**config.mk**
```make
export PLATFORM = sky130hd
export DESIGN_NAME = hamming74_uart_tx
export DESIGN_NICKNAME = d
export VERILOG_FILES = /design/src/rtl/hamming74_uart_tx.sv
export SDC_FILE = /design/constraint.sdc
export NUM_CORES = 1
export LEC_CHECK = 0
export CAP_MARGIN = 5
export CORE_MARGIN = 3
export CORE_UTILIZATION = 35
export DETAILED_ROUTE_END_ITERATION = 12
export GPL_TIMING_DRIVEN = 0
export PLACE_DENSITY = 0.64
export SLEW_MARGIN = 0
export SYNTH_ARGS = -nofsm -noshare
export SYNTH_HDL_FRONTEND = slang
export SYNTH_SLANG_ARGS = --single-unit
```
**constraint.sdc**
```tcl
create_clock -name clk -period 1.85 [get_ports clk]
set_input_delay 0.4625 -clock clk [delete_from_list [all_inputs] [get_ports clk]]
set_output_delay 0.4625 -clock clk [all_outputs]
set_load 0.005 [all_outputs]
```
**src/rtl/hamming74_uart_tx.sv**
```systemverilog
// Hamming(7,4) encoder feeding a UART serialiser: start(0), 7 code bits LSB-first, [parity], stop(1).
// Define HAMMING74_TX_PARITY_EN to insert an even-parity bit (over the 7 code bits) before stop.
module hamming74_uart_tx #(
  parameter int CLKS_PER_BIT = 16
) (
  input  logic       clk,
  input  logic       rst,
  input  logic       ena,
  input  logic [3:0] data_in,
  input  logic       data_valid,
  output logic       data_ready,
  output logic       tx,
  output logic       busy,
  output logic       done,
  output logic [6:0] code_out
);
  localparam int CW = $clog2(CLKS_PER_BIT);
  localparam logic [CW-1:0] CNT_MAX = CW'(CLKS_PER_BIT - 1);

  typedef enum logic [2:0] {S_IDLE, S_START, S_DATA, S_PARITY, S_STOP} state_t;

  state_t          state_q, state_d;
  logic [CW-1:0]   cnt_q, cnt_d;
  logic [2:0]      idx_q, idx_d;
  logic [6:0]      shift_q, shift_d;
  logic [6:0]      code_q, code_d;
  logic            tx_q, tx_d;
  logic [6:0]      code_in;
  logic            accept;
  logic            wrap;

  assign code_in = {data_in[3], data_in[2], data_in[1],
                    data_in[1] ^ data_in[2] ^ data_in[3],
                    data_in[0],
                    data_in[0] ^ data_in[2] ^ data_in[3],
                    data_in[0] ^ data_in[1] ^ data_in[3]};
  assign accept  = data_valid & data_ready;
  assign wrap    = (cnt_q == CNT_MAX);

  always_ff @(posedge clk) begin
    if (rst) begin
      state_q <= S_IDLE;
      cnt_q   <= '0;
      idx_q   <= '0;
      shift_q <= '0;
      code_q  <= '0;
      tx_q    <= 1'b1;
    end else begin
      state_q <= state_d;
      cnt_q   <= cnt_d;
      idx_q   <= idx_d;
      shift_q <= shift_d;
      code_q  <= code_d;
      tx_q    <= tx_d;
    end
  end

  always_comb begin
    state_d = state_q;
    if (ena) begin
      case (state_q)
        S_IDLE:   if (accept) state_d = S_START;
        S_START:  if (wrap) state_d = S_DATA;
        S_DATA: begin
          if (wrap && idx_q == 3'd6) begin
`ifdef HAMMING74_TX_PARITY_EN
            state_d = S_PARITY;
`else
            state_d = S_STOP;
`endif
          end
        end
        S_PARITY: if (wrap) state_d = S_STOP;
        S_STOP:   if (wrap) state_d = S_IDLE;
        default:  state_d = S_IDLE;
      endcase
    end
  end

  // tx_d is the line value for the state being entered, so tx stays a pure flop output
  always_comb begin
    cnt_d   = cnt_q;
    idx_d   = idx_q;
    shift_d = shift_q;
    code_d  = code_q;
    tx_d    = tx_q;
    if (ena) begin
      if (state_q == S_IDLE) begin
        cnt_d = '0;
        idx_d = '0;
        tx_d  = 1'b1;
        if (accept) begin
          code_d  = code_in;
          shift_d = code_in;
          tx_d    = 1'b0;
        end
      end else begin
        cnt_d = wrap ? '0 : cnt_q + 1'b1;
        if (wrap) begin
          case (state_q)
            S_START: tx_d = shift_q[0];
            S_DATA: begin
              if (idx_q == 3'd6) begin
                idx_d = '0;
`ifdef HAMMING74_TX_PARITY_EN
                tx_d  = ^code_q;
`else
                tx_d  = 1'b1;
`endif
              end else begin
                idx_d   = idx_q + 3'd1;
                shift_d = shift_q >> 1;
                tx_d    = shift_q[1];
              end
            end
            default: tx_d = 1'b1;
          endcase
        end
      end
    end
  end

  always_comb begin
    data_ready = ena & (state_q == S_IDLE) & ~rst;
    busy       = (state_q != S_IDLE);
    done       = ena & (state_q == S_STOP) & wrap;
    tx         = tx_q;
    code_out   = code_q;
  end
endmodule

```
==> results of run 1 <==
cells in the mapped netlist, types with 2 or more instances:
cell type,instances,area share [%]
o21ai_0,6,2.3
mux2i_1,3,2.3
dfxtp_1,25,39
a32o_1,2,1.6
buf_6,3,2.6
inv_1,4,1.2
xnor2_1,4,2.7
nand3b_1,2,1.2
nand3_1,12,4.7
nand2_1,16,4.7
a311oi_2,2,2.3
nor3_1,4,1.6
and3_1,2,0.97
o21ai_1,4,1.6
buf_2,2,0.78
nor2b_1,2,0.97
nand2b_1,2,0.97
clkbuf_1,2,0.58
nor2_1,6,1.7
a21oi_1,14,5.4
worst min-delay path by stage:
stage	to	slack [ns]	from	cells after the start
finish	code_out[5]$_SDFFE_PP0P_	0.46	code_out[5]$_SDFFE_PP0P_	2
floorplan	shift_q[6]$_SDFFE_PP0P_	0.43	shift_q[6]$_SDFFE_PP0P_	1
detailed placement	code_out[5]$_SDFFE_PP0P_	0.45	code_out[5]$_SDFFE_PP0P_	2
CTS	code_out[5]$_SDFFE_PP0P_	0.47	code_out[5]$_SDFFE_PP0P_	2
global route	code_out[4]$_SDFFE_PP0P_	0.51	code_out[4]$_SDFFE_PP0P_	2
global placement	shift_q[6]$_SDFFE_PP0P_	0.44	shift_q[6]$_SDFFE_PP0P_	1
registers in the layout (all words and copies together), names as in the netlist:
register / cells
code_out: 7
cnt_q: 4
shift_q: 7
tx: 1
state_q: 3
idx_q: 3
report_power, final:
group | internal, µW | switching, µW
Combinational | 127 | 135
Clock | 153 | 177
Sequential | 561 | 13.2
Total | 840 | 325
area by class of cell:
type	instances	share of cell area, %
clock inverters	1	0.4494
flip-flops and latches	25	30.34
multi-input cells	107	44.94
repair buffers	26	13.86
plain buffers	7	3.221
clock buffers	3	2.472
well taps	46	3.446
inverters	5	1.273
worst max-delay path: stages (launching register included):
cell,delay [ns]
dfxtp_1,0.32
buf_6,0.13
nor3_4,0.26
inv_4,0.09
nor2_4,0.10
clkdlybuf4s15_2,0.20
placed cells by master, fill, tap and decap left out, types with 2 or more instances in the layout:
cell type and n:
clkbuf_8 3, dfxtp_2 2, a311oi_2 2, nand3_1 12, inv_1 4, nand3b_1 2
buf_6 3, clkbuf_1 2, buf_4 10, nand2_1 16, nor3_1 4, a32o_1 2
o21ai_0 6, dfxtp_1 22, nor2_1 5, mux2i_1 3, o21ai_1 4, xnor2_1 4
dlygate4sd2_1 2, clkdlybuf4s50_1 13, a21oi_1 14
through the flow:
stage                     setup WS, ns  power, µW
after floorplan                 0.2687      736.4
after global placement         -0.7196      813.1
after detailed placement       -0.7372      817.8
after CTS                     -0.03263       1156
after global routing          -0.04575       1226
final                         0.009118       1166
cell families (layout without fill, tap and decap cells):
family | after synthesis | after routing | synth area share [%]
and+or+nand+nor | 56 | 56 | 24.59
AOI/OAI and AO/OA | 41 | 41 | 23.03
muxes | 4 | 4 | 3.207
xor gates and xnor gates | 5 | 5 | 3.401
buffers and inverters | 13 | 42 | 5.928
adders and majority gates | 1 | 1 | 0.9717
DFF | 25 | 25 | 38.87
routing by layer:
metal  vias to the layer above  GRT usage, %
met5                         -             0
met4                         0         6.091
met3                         4         1.686
met2                        27         23.14
met1                       539         19.18
li1                        590             -
timing repair:
action | 4_1_cts | 5_1_grt
setup endpoints to repair | 4 | 4
gates resized for setup | 20 | 5
buffers inserted | 4 | 5
hold endpoints to repair | 0 | 0
pin swaps | 1 | 1
==> results.txt, run 1 <==
share of cells above drive strength 1 - 22.41%
DR iter-0 viols - 62
FF-to-FF path depth - 7
final core utilization - 48.53%
input/output buffers - 17
post-route cell area - 1670 µm²
Hold-fix buffers, CTS - 0
DRT Wirelength - 2917 µm
met2 WL post-DR - 1369 µm
Power per Cell Area - 697.8 nW/µm²
CTS Buf Count - 3
Worst setup EP type - output port
Worst-Margin Slew - 0.5263 ns
Leakage - 0.0006220 µW
Die H - 66.65 µm
CTS tree - built
crit path kind - reg -> out
Vias - 1,160
met3 wire len - 84 µm
FP Rows - 21
WHS - 0.4641 ns
EDFF count, synth - 0
clk_skew - 0.008332 ns
Detail Placement HPWL - 2135 µm
IO Pins - 19
filler cell count - 341
Synth Register Bits - 25
ys async rst share - 0%
number of remaining DRC errors - 0
Post-DP Area - 1515 µm²
worst r2r src - state_q[0]$_SDFFE_PP0P_
ANT cells - 0
Syn Std Cell Area - 1287 µm²
DIE WIDTH - 66.65 µm
first-pass GRT wire length - 4940 µm
Seq/Total Area, Yosys - 38.87%
min Tclk post-route - 1.841 ns
Clock Tree Root - clkbuf_8
total of warnings raised by yosys - 0
worst flop-to-flop path endpoint - state_q[0]$_SDFFE_PP0P_
drt wl/cell - 13.26 µm
Register Area - 506.7 µm²
CP endpoint - data_ready
Met1 Wirelength - 1407 µm
Max Buffers Root-to-Sink - 2
outcome - completed
syn avg cell area - 8.879 µm²
initial antenna violation count - 0
top sig layer - met4
Via density - 5.273
worst setup path startpoint - state_q[0]$_SDFFE_PP0P_
Critical Path RT - 1.39 ns
Syn Nets - 154
Mapped Cells - 145
Worst EP arrival - 1.38 ns
Max VDD drop - 0.2871 mV
multi-input logic area - 750.7 µm²
final hold vios - 0
Final #Nets - 184
HP Class - reg -> reg
Fmax - 0.5432 GHz
Netlist cell types - 48
total track usage - 14.37%
Placer Congestion - 0.7874
CP Launch Type - flop
Synth Flop Type - dfxtp_1
CTS sink cnt - 25
H-tree Lvls - 1
normalized max-slew margin - 64.92%
final setup fails - 0
post-route ant nets - 0
unrepaired setup endpoints after global routing - yes
setup_tns - 0 ns
Layout Cells excl Fill - 220
reg2reg setup slack - 0.18 ns
Die ar. - 4442 µm²
max-slew violation count - 0
maxcap violations - 0
core area - 3442 µm²
first drt pass iteration count - 4
final period utilization - 99.51%
clk slew on worst S/H paths - 0.09 ns
Skew-Pair Late Insertion Delay - 0.27 ns
total grt overflow - 0
vias in the first global route - 1,087
Initial Util - 37.40%
largest net degree at the start of global routing - 16
Area growth, synth to finish - 29.74%
worst-path fanout max - 8
Placed Cells - 208
Power figures use the tool's default switching activity.
==> run 2, diff against run 1 <==
- ABC_CLOCK_PERIOD_IN_PS: not set -> 1850
- CORE_MARGIN: 3 -> 1.5
==> results.txt, run 2 (synthesis gave the netlist of run 1 again) <==
CTS Buf Count - 3 (unchanged)
final period utilization - 96.41% (-3.1 points)
Skew-Pair Late Insertion Delay - 0.27 ns (about the same)
crit path kind - reg -> out
CTS tree - built
core area - 3442 µm² (unchanged)
Final #Nets - 183 (-0.54%)
Setup WS post-layout - 0.06650 ns (+0.05738 ns)
initial antenna violation count - 0 (unchanged)
CTS sink cnt - 25 (unchanged)
vias in the first global route - 1,078 (-0.83%)
Die H - 63.65 µm (-4.5%)
number of remaining DRC errors - 0 (unchanged)
commonest non-fill, non-tap cell in the layout - dfxtp_1
first drt pass iteration count - 4 (unchanged)
filler cell count - 348 (+2.1%)
most frequent cells in the layout - dfxtp_1 (21), nand2_1 (16), a21oi_1 (14)
Area growth, synth to finish - 28.67%
clk_skew - 0.009606 ns (+0.001274 ns)
Placer Congestion - 0.7676 (-2.5%)
WHS - 0.4577 ns (-0.006411 ns)
first-pass GRT wire length - 5133 µm (+3.9%)
ANT cells - 0 (unchanged)
maxcap violations - 0 (unchanged)
Worst-Margin Slew - 0.5502 ns (+0.02399 ns)
HP Class - reg -> reg
clk slew on worst S/H paths - 0.09 ns (about the same)
outcome - completed
DR iter-0 viols - 87 (+40%)
Power per Cell Area - 697.5 nW/µm² (about the same)
total grt overflow - 0 (unchanged)
input/output buffers - 17 (unchanged)
share of cells above drive strength 1 - 23.12% (+0.71 points)
post-route ant nets - 0 (unchanged)
total track usage - 16.10% (+1.7 points)
FP Rows - 21 (unchanged)
final hold vios - 0 (unchanged)
Vias - 1,164 (+0.34%)
CP Launch Type - flop
Critical Path RT - 1.39 ns (about the same)
dpl ws - -0.7228 ns (+0.01438 ns)
Via density - 5.315 (+0.80%)
max-slew violation count - 0 (unchanged)
Initial Util - 37.40% (unchanged)
Worst setup EP type - output port
min Tclk post-route - 1.783 ns (-0.05738 ns)
Leakage - 0.0006211 µW (-0.14%)
final setup fails - 0 (unchanged)
unrepaired setup endpoints after global routing - yes
Clock Tree Root - clkbuf_8
Fmax - 0.5607 GHz (+3.2%)
Worst EP arrival - 1.32 ns (-0.06 ns)
DRT Wirelength - 3042 µm (+4.3%)
Detail Placement HPWL - 2163 µm (+1.3%)
Max VDD drop - 0.2834 mV (-1.3%)
drt wl/cell - 13.89 µm (+4.8%)
largest net degree at the start of global routing - 15 (-1)
normalized max-slew margin - 63.32% (-1.6 points)
worst-path fanout max - 10 (+2)
DIE WIDTH - 63.65 µm (-4.5%)
H-tree Lvls - 1 (unchanged)
Max Buffers Root-to-Sink - 2 (unchanged)
IO Pins - 19 (unchanged)
Die ar. - 4051 µm² (-8.8%)
## run 2: cell count changes in the layout (fill, tap and decap cells not counted), sizes merged
cell         before  now
clkinv            0    2
clkinvlp          1    0
dlygate4sd2       2    1
inv               5    4
## run 2: layout make-up
| cell class | count | area (µm²) | share of cell area, % |
|---|---|---|---|
| repair buffers | 26 | 226.5 | 13.67 |
| multi-input cells | 107 | 750.7 | 45.32 |
| clock inverters | 1 | 5.005 | 0.3021 |
| well taps | 46 | 57.56 | 3.474 |
| flip-flops and latches | 25 | 508.0 | 30.66 |
| plain buffers | 6 | 43.79 | 2.644 |
| inverters | 5 | 23.77 | 1.435 |
| clock buffers | 3 | 41.29 | 2.492 |
## run 2: per-layer routing
metal | routed length [µm] | vias to the layer above | GRT usage [%]
met5 | 0 | - | 0
met4 | 42 | 0 | 4.891
met3 | 95 | 7 | 2.500
met2 | 1495 | 31 | 28.03
met1 | 1408 | 544 | 20.31
li1 | - | 582 | -
## run 2: timing repair
action | 4_1_cts | 5_1_grt
setup endpoints to repair | 6 | 5
resized for setup | 21 | 10
hold buffers | 0 | 0
buffers inserted | 5 | 4
gates cloned | 0 | 0
pin swaps | 2 | 2
## run 2: worst paths after layout
check             cells past startpoint                       end                     start  slack, ns
hold / removal                        2  code_out[4]$_SDFFE_PP0P_  code_out[4]$_SDFFE_PP0P_       0.46
setup reg to reg                      7   shift_q[4]$_SDFFE_PP0P_   state_q[2]$_SDFFE_PP0P_       0.15
setup / recovery                      5                data_ready   state_q[2]$_SDFFE_PP0P_       0.07
hold reg to reg                       2  code_out[4]$_SDFFE_PP0P_  code_out[4]$_SDFFE_PP0P_       0.46
## run 2: per-stage QoR
stage,total power (µW),util [%],cells,area [µm²],setup TNS [ns]
finish,1155,48.13,219,1657,0
global route,1224,48.13,219,1657,-0.01299
floorplan,736.4,-,145,1287,0
detailed placement,819.3,44.02,208,1515,-6.159
global placement,811.9,44.02,208,1515,-5.352
CTS,1153,47.62,216,1639,-0.01047
## run 2: report_power, final
part | internal [µW] | switching (µW) | leakage (µW)
Combinational | 122 | 132 | 0.000391
Sequential | 561 | 17.5 | 0.000205
Clock | 151 | 172 | 0.0000255
Total | 834 | 322 | 0.000621
## run 2: critical path, cell delays in order (launching register included)
cell and delay (ns):
dfxtp_2 0.32, buf_6 0.13, nor3_4 0.24, clkinv_4 0.13, nor2_4 0.12, buf_2 0.11
==> run 3, diff against run 2 <==
- ABC_CLOCK_PERIOD_IN_PS: 1850 -> 1900
- CTS_CLUSTER_SIZE: not set -> 8
- clock period: 1.85 -> 1.9 ns (I/O delays scaled with it)
==> results.txt, run 3 (synthesis gave the netlist of run 1 again) <==
WP buf/inv - 3 (unchanged)
share of cells above drive strength 1 - 22.29% (-0.84 points)
total track usage - 15.69% (-0.41 points)
core area - 3442 µm² (unchanged)
outcome - completed
DIE WIDTH - 63.65 µm (unchanged)
number of remaining DRC errors - 0 (unchanged)
max-slew violation count - 0 (unchanged)
CTS sink cnt - 25 (unchanged)
clk slew on worst S/H paths - 0.09 ns (about the same)
total grt overflow - 0 (unchanged)
filler cell count - 344 (-1.1%)
Crit path max-delay family - buffers and inverters
ANT cells - 0 (unchanged)
crit path kind - in -> out
Max stage delay on crit path - 0.27 ns (-0.05 ns)
input/output buffers - 17 (unchanged)
most frequent cells in the layout - dfxtp_1 (22), nand2_1 (16), a21oi_1 (14)
setup_tns - 0 ns (unchanged)
post-route ant nets - 0 (unchanged)
DRT Wirelength - 3011 µm (-1.0%)
FP Rows - 21 (unchanged)
drt wl/cell - 13.62 µm (-1.9%)
unrepaired setup endpoints after global routing - no
DR iter-0 viols - 94 (+8.0%)
Area growth, synth to finish - 30.51%
clk_skew - 0.004391 ns (-0.005216 ns)
Initial Util - 37.40% (unchanged)
CTS Buf Count - 3 (unchanged)
IO Pins - 19 (unchanged)
Leakage - 0.0006312 µW (+1.6%)
normalized max-slew margin - 64.16% (+0.85 points)
HP Class - reg -> reg
min Tclk post-route - 1.839 ns
first drt pass iteration count - 4 (unchanged)
maxcap violations - 0 (unchanged)
final period utilization - 96.76%
Die ar. - 4051 µm² (unchanged)
worst-path fanout max - 10 (unchanged)
Via density - 5.213 (-1.9%)
vias in the first global route - 1,072 (-0.56%)
Skew-Pair Late Insertion Delay - 0.27 ns (about the same)
Worst-Margin Slew - 0.5375 ns (-0.01271 ns)
largest net degree at the start of global routing - 15 (unchanged)
Crit-path slowest cell - dlygate4sd2_1
Placed Cells - 208 (unchanged)
Critical Path RT - 1.42 ns (+0.03 ns)
Worst setup EP type - output port
initial antenna violation count - 0 (unchanged)
ordered cell list for the critical path - dlygate4sd2_1 -> buf_6 -> nand2b_4 -> nor2_4 -> clkdlybuf4s15_2
Vias - 1,152 (-1.0%)
Die H - 63.65 µm (unchanged)
Detail Placement HPWL - 2163 µm (unchanged)
CP Launch Type - input pin
Layout Cells excl Fill - 221 (+0.91%)
Max Buffers Root-to-Sink - 2 (unchanged)
first-pass GRT wire length - 5043 µm (-1.8%)
Max VDD drop - 0.2726 mV (-3.8%)
Final #Nets - 185 (+1.1%)
final setup fails - 0 (unchanged)
WHS - 0.4561 ns (-0.001573 ns)
Power per Cell Area - 674.0 nW/µm² (-3.4%)
Placer Congestion - 0.7676 (unchanged)
CTS tree - built
Fmax - 0.5439 GHz
commonest non-fill, non-tap cell in the layout - dfxtp_1
final core utilization - 48.82% (+0.69 points)
final hold vios - 0 (unchanged)
H-tree Lvls - 1 (unchanged)
Worst EP arrival - 1.36 ns (+0.04 ns)
Clock Tree Root - clkbuf_8
run 3: layout make-up:
class	instances	area, µm²	share of cell area, %
inverter	5	21.27	1.266
clock inverter	1	5.005	0.2978
multi-input combinational	107	750.7	44.68
buffer	7	53.80	3.202
timing repair buffer	27	244.0	14.52
clock buffer	3	41.29	2.457
tap	46	57.56	3.425
sequential	25	506.7	30.16
run 3: repair_timing:
action,CTS,global route
resized for setup,20,4
hold buffers,0,0
pin swaps,2,2
endpoints found under the setup margin,3,3
setup buffers,4,6
endpoints found under the hold margin,0,0
run 3: path summary, 6_finish.rpt:
kind | slack, ns | to | start | cells past startpoint
worst max-delay path | 0.06 | data_ready | rst | 5
worst min-delay path | 0.46 | code_out[4]$_SDFFE_PP0P_ | code_out[4]$_SDFFE_PP0P_ | 2
worst max register to register | 0.23 | state_q[0]$_SDFFE_PP0P_ | state_q[0]$_SDFFE_PP0P_ | 7
worst min register to register | 0.46 | code_out[4]$_SDFFE_PP0P_ | code_out[4]$_SDFFE_PP0P_ | 2
run 3: metrics by stage:
stage / area, µm² / power, µW / worst slack (ns)
2_1_floorplan: 1287 / 717.0 / 0.3005
3_3_place_gp: 1515 / 790.6 / -0.6951
3_5_place_dp: 1515 / 797.7 / -0.6978
4_1_cts: 1627 / 1121 / 0.0004197
5_1_grt: 1680 / 1193 / 0.005317
6_report: 1680 / 1133 / 0.06147
run 3: where the power goes:
| part | total [µW] | internal (µW) | switching, µW |
|---|---|---|---|
| logic | 258 | 125 | 133 |
| clock network | 316 | 147 | 169 |
| registers | 559 | 546 | 12.8 |
run 3: worst min-delay path, stage by stage, from the launching register on:
cell     delay [ns]
dfxtp_1        0.32
nand3_1        0.06
nand2_1        0.04
run 3: routing by layer:
layer / global-route usage, % / up-vias / share of wire (%)
li1: - / 589 / -
met1: 19.43 / 536 / 45
met2: 27.63 / 23 / 52
met3: 2.500 / 4 / 2.5
met4: 4.891 / 0 / 1.2
met5: 0 / - / 0
==> RTL change, RTL diff (config.mk and constraints of run 3) <==
`shift_q` no longer has a reset.
--- a/src/rtl/hamming74_uart_tx.sv
+++ b/src/rtl/hamming74_uart_tx.sv
@@ -42,17 +42,19 @@
       state_q <= S_IDLE;
       cnt_q   <= '0;
       idx_q   <= '0;
-      shift_q <= '0;
       code_q  <= '0;
       tx_q    <= 1'b1;
     end else begin
       state_q <= state_d;
       cnt_q   <= cnt_d;
       idx_q   <= idx_d;
-      shift_q <= shift_d;
       code_q  <= code_d;
       tx_q    <= tx_d;
     end
+  end
+
+  always_ff @(posedge clk) begin
+    shift_q <= shift_d;
   end
 
   always_comb begin
Formal check against the unedited RTL: same outputs for any inputs over 10 cycles, from zero or initial values and one cycle with rst high; that may be too few to reach the edited logic, so the function may still have changed.
==> RTL change against run 3 <==
Design area decreased by 2.7%. Routed wire length shrank 3.7%. First-iteration DRC count decreased by 53%. Highest routed layer unchanged. Sequential cell count unchanged. Count of clock-buffer cells in the layout up 1. Area after synthesis down 2.4%. Combinational power fell by 39%. Critical path depth unchanged. Worst setup slack improved by 0.0046 ns. Total power is 13% lower. Clock power fell by 21%.
==> RTL change: results (changes against run 3) <==
Drt
  – WL per Instance: 13.9 µm (+1.8%)
  – DRT met1 WL: 1.28 mm (-4.8%)
  – Via count: 1,113 (-3.4%)
  – Initial drt markers: 44 (-53%)

Global routing
  – M1 GR Usage: 18.2% (-1.2 points)

Clock tree
  – Post-CTS Resized: 29 (+45%)
  – Clk_lat worst skew: 0.32 ns (+0.05 ns)
  – Postcts setup bufs: 8 (+4)
  – Reg clk slew, reported paths: 0.14 ns (+0.05 ns)

Timing
  – Skew final: 0.00595 ns (+0.00156 ns)

Worst setup path
  – R2r setup slk: 0.18 ns (-0.05 ns)
  – Reg2reg end: shift_q[5]$_DFFE_PP_
  – Worst R2R Path Depth: 5 (-2)
  – Worst r2r src: cnt_q[0]$_SDFFE_PP0P_

Outcome
  – Outcome: finished, final reports clean

Hold path
  – WHS Endpoint: code_out[0]$_SDFFE_PP0P_

Layout
  – Share of layout cells above drive strength 1: 24.5% (+2.3 points)
  – NonClk Buf Share: 18.3% (+0.56 points)
  – Syn-to-layout area delta: 30.2%
  – Clock buffers: 4 (+1)
  – Filler cells: 311 (-9.6%)

Synthesis
  – Syn Inst Count: 133 (-8.3%)
  – Seq/Total Area, Yosys: 45.4% (+6.5 points)

Placement
  – Place WS: -0.937 ns (-0.240 ns)
  – Cells after DPL: 197 (-5.3%)
  – Dpl cell area: 0.00149 mm² (-1.4%)
  – Post-DP HPWL: 1.96 mm (-9.5%)
  – I/O Buffers: 18 (+1)

Power
  – P_clk: 0.250 mW (-21%)
  – Clk network pwr share: 25.3% (-2.6 points)
  – VDD IR max: 326 µV (+19%)
  – Combinational power share: 16.0% (-6.8 points)
  – Static Leak: 0.615 nW (-2.5%)
[RTL change: cell types whose count changed after synthesis, sizes merged, moves of 4 or more]
cell | run 3 | this run
a21oi | 16 | 9
nor2 | 6 | 10
dfxtp | 25 | 18
nand3 | 12 | 4
edfxtp | 0 | 7
mux2 | 1 | 5
[RTL change: critical path, stage by stage]
cell and delay [ns]:
dlygate4sd2_1 0.28, clkbuf_8 0.15, clkbuf_8 0.16, nor3b_2 0.16
buf_2 0.13
[RTL change: cells by family (layout without fill, tap and decap cells)]
| group | count (synthesis) | count (layout) | synth area share, % |
|---|---|---|---|
| AOI/OAI and AO/OA | 30 | 30 | 14.3 |
| xor gates and xnor gates | 5 | 5 | 3.49 |
| adders and majority gates | 1 | 1 | 0.996 |
| buffers and inverters | 9 | 39 | 3.98 |
| DFF | 25 | 25 | 45.4 |
| muxes | 5 | 5 | 5.38 |
| and+or+nand+nor | 58 | 58 | 26.4 |
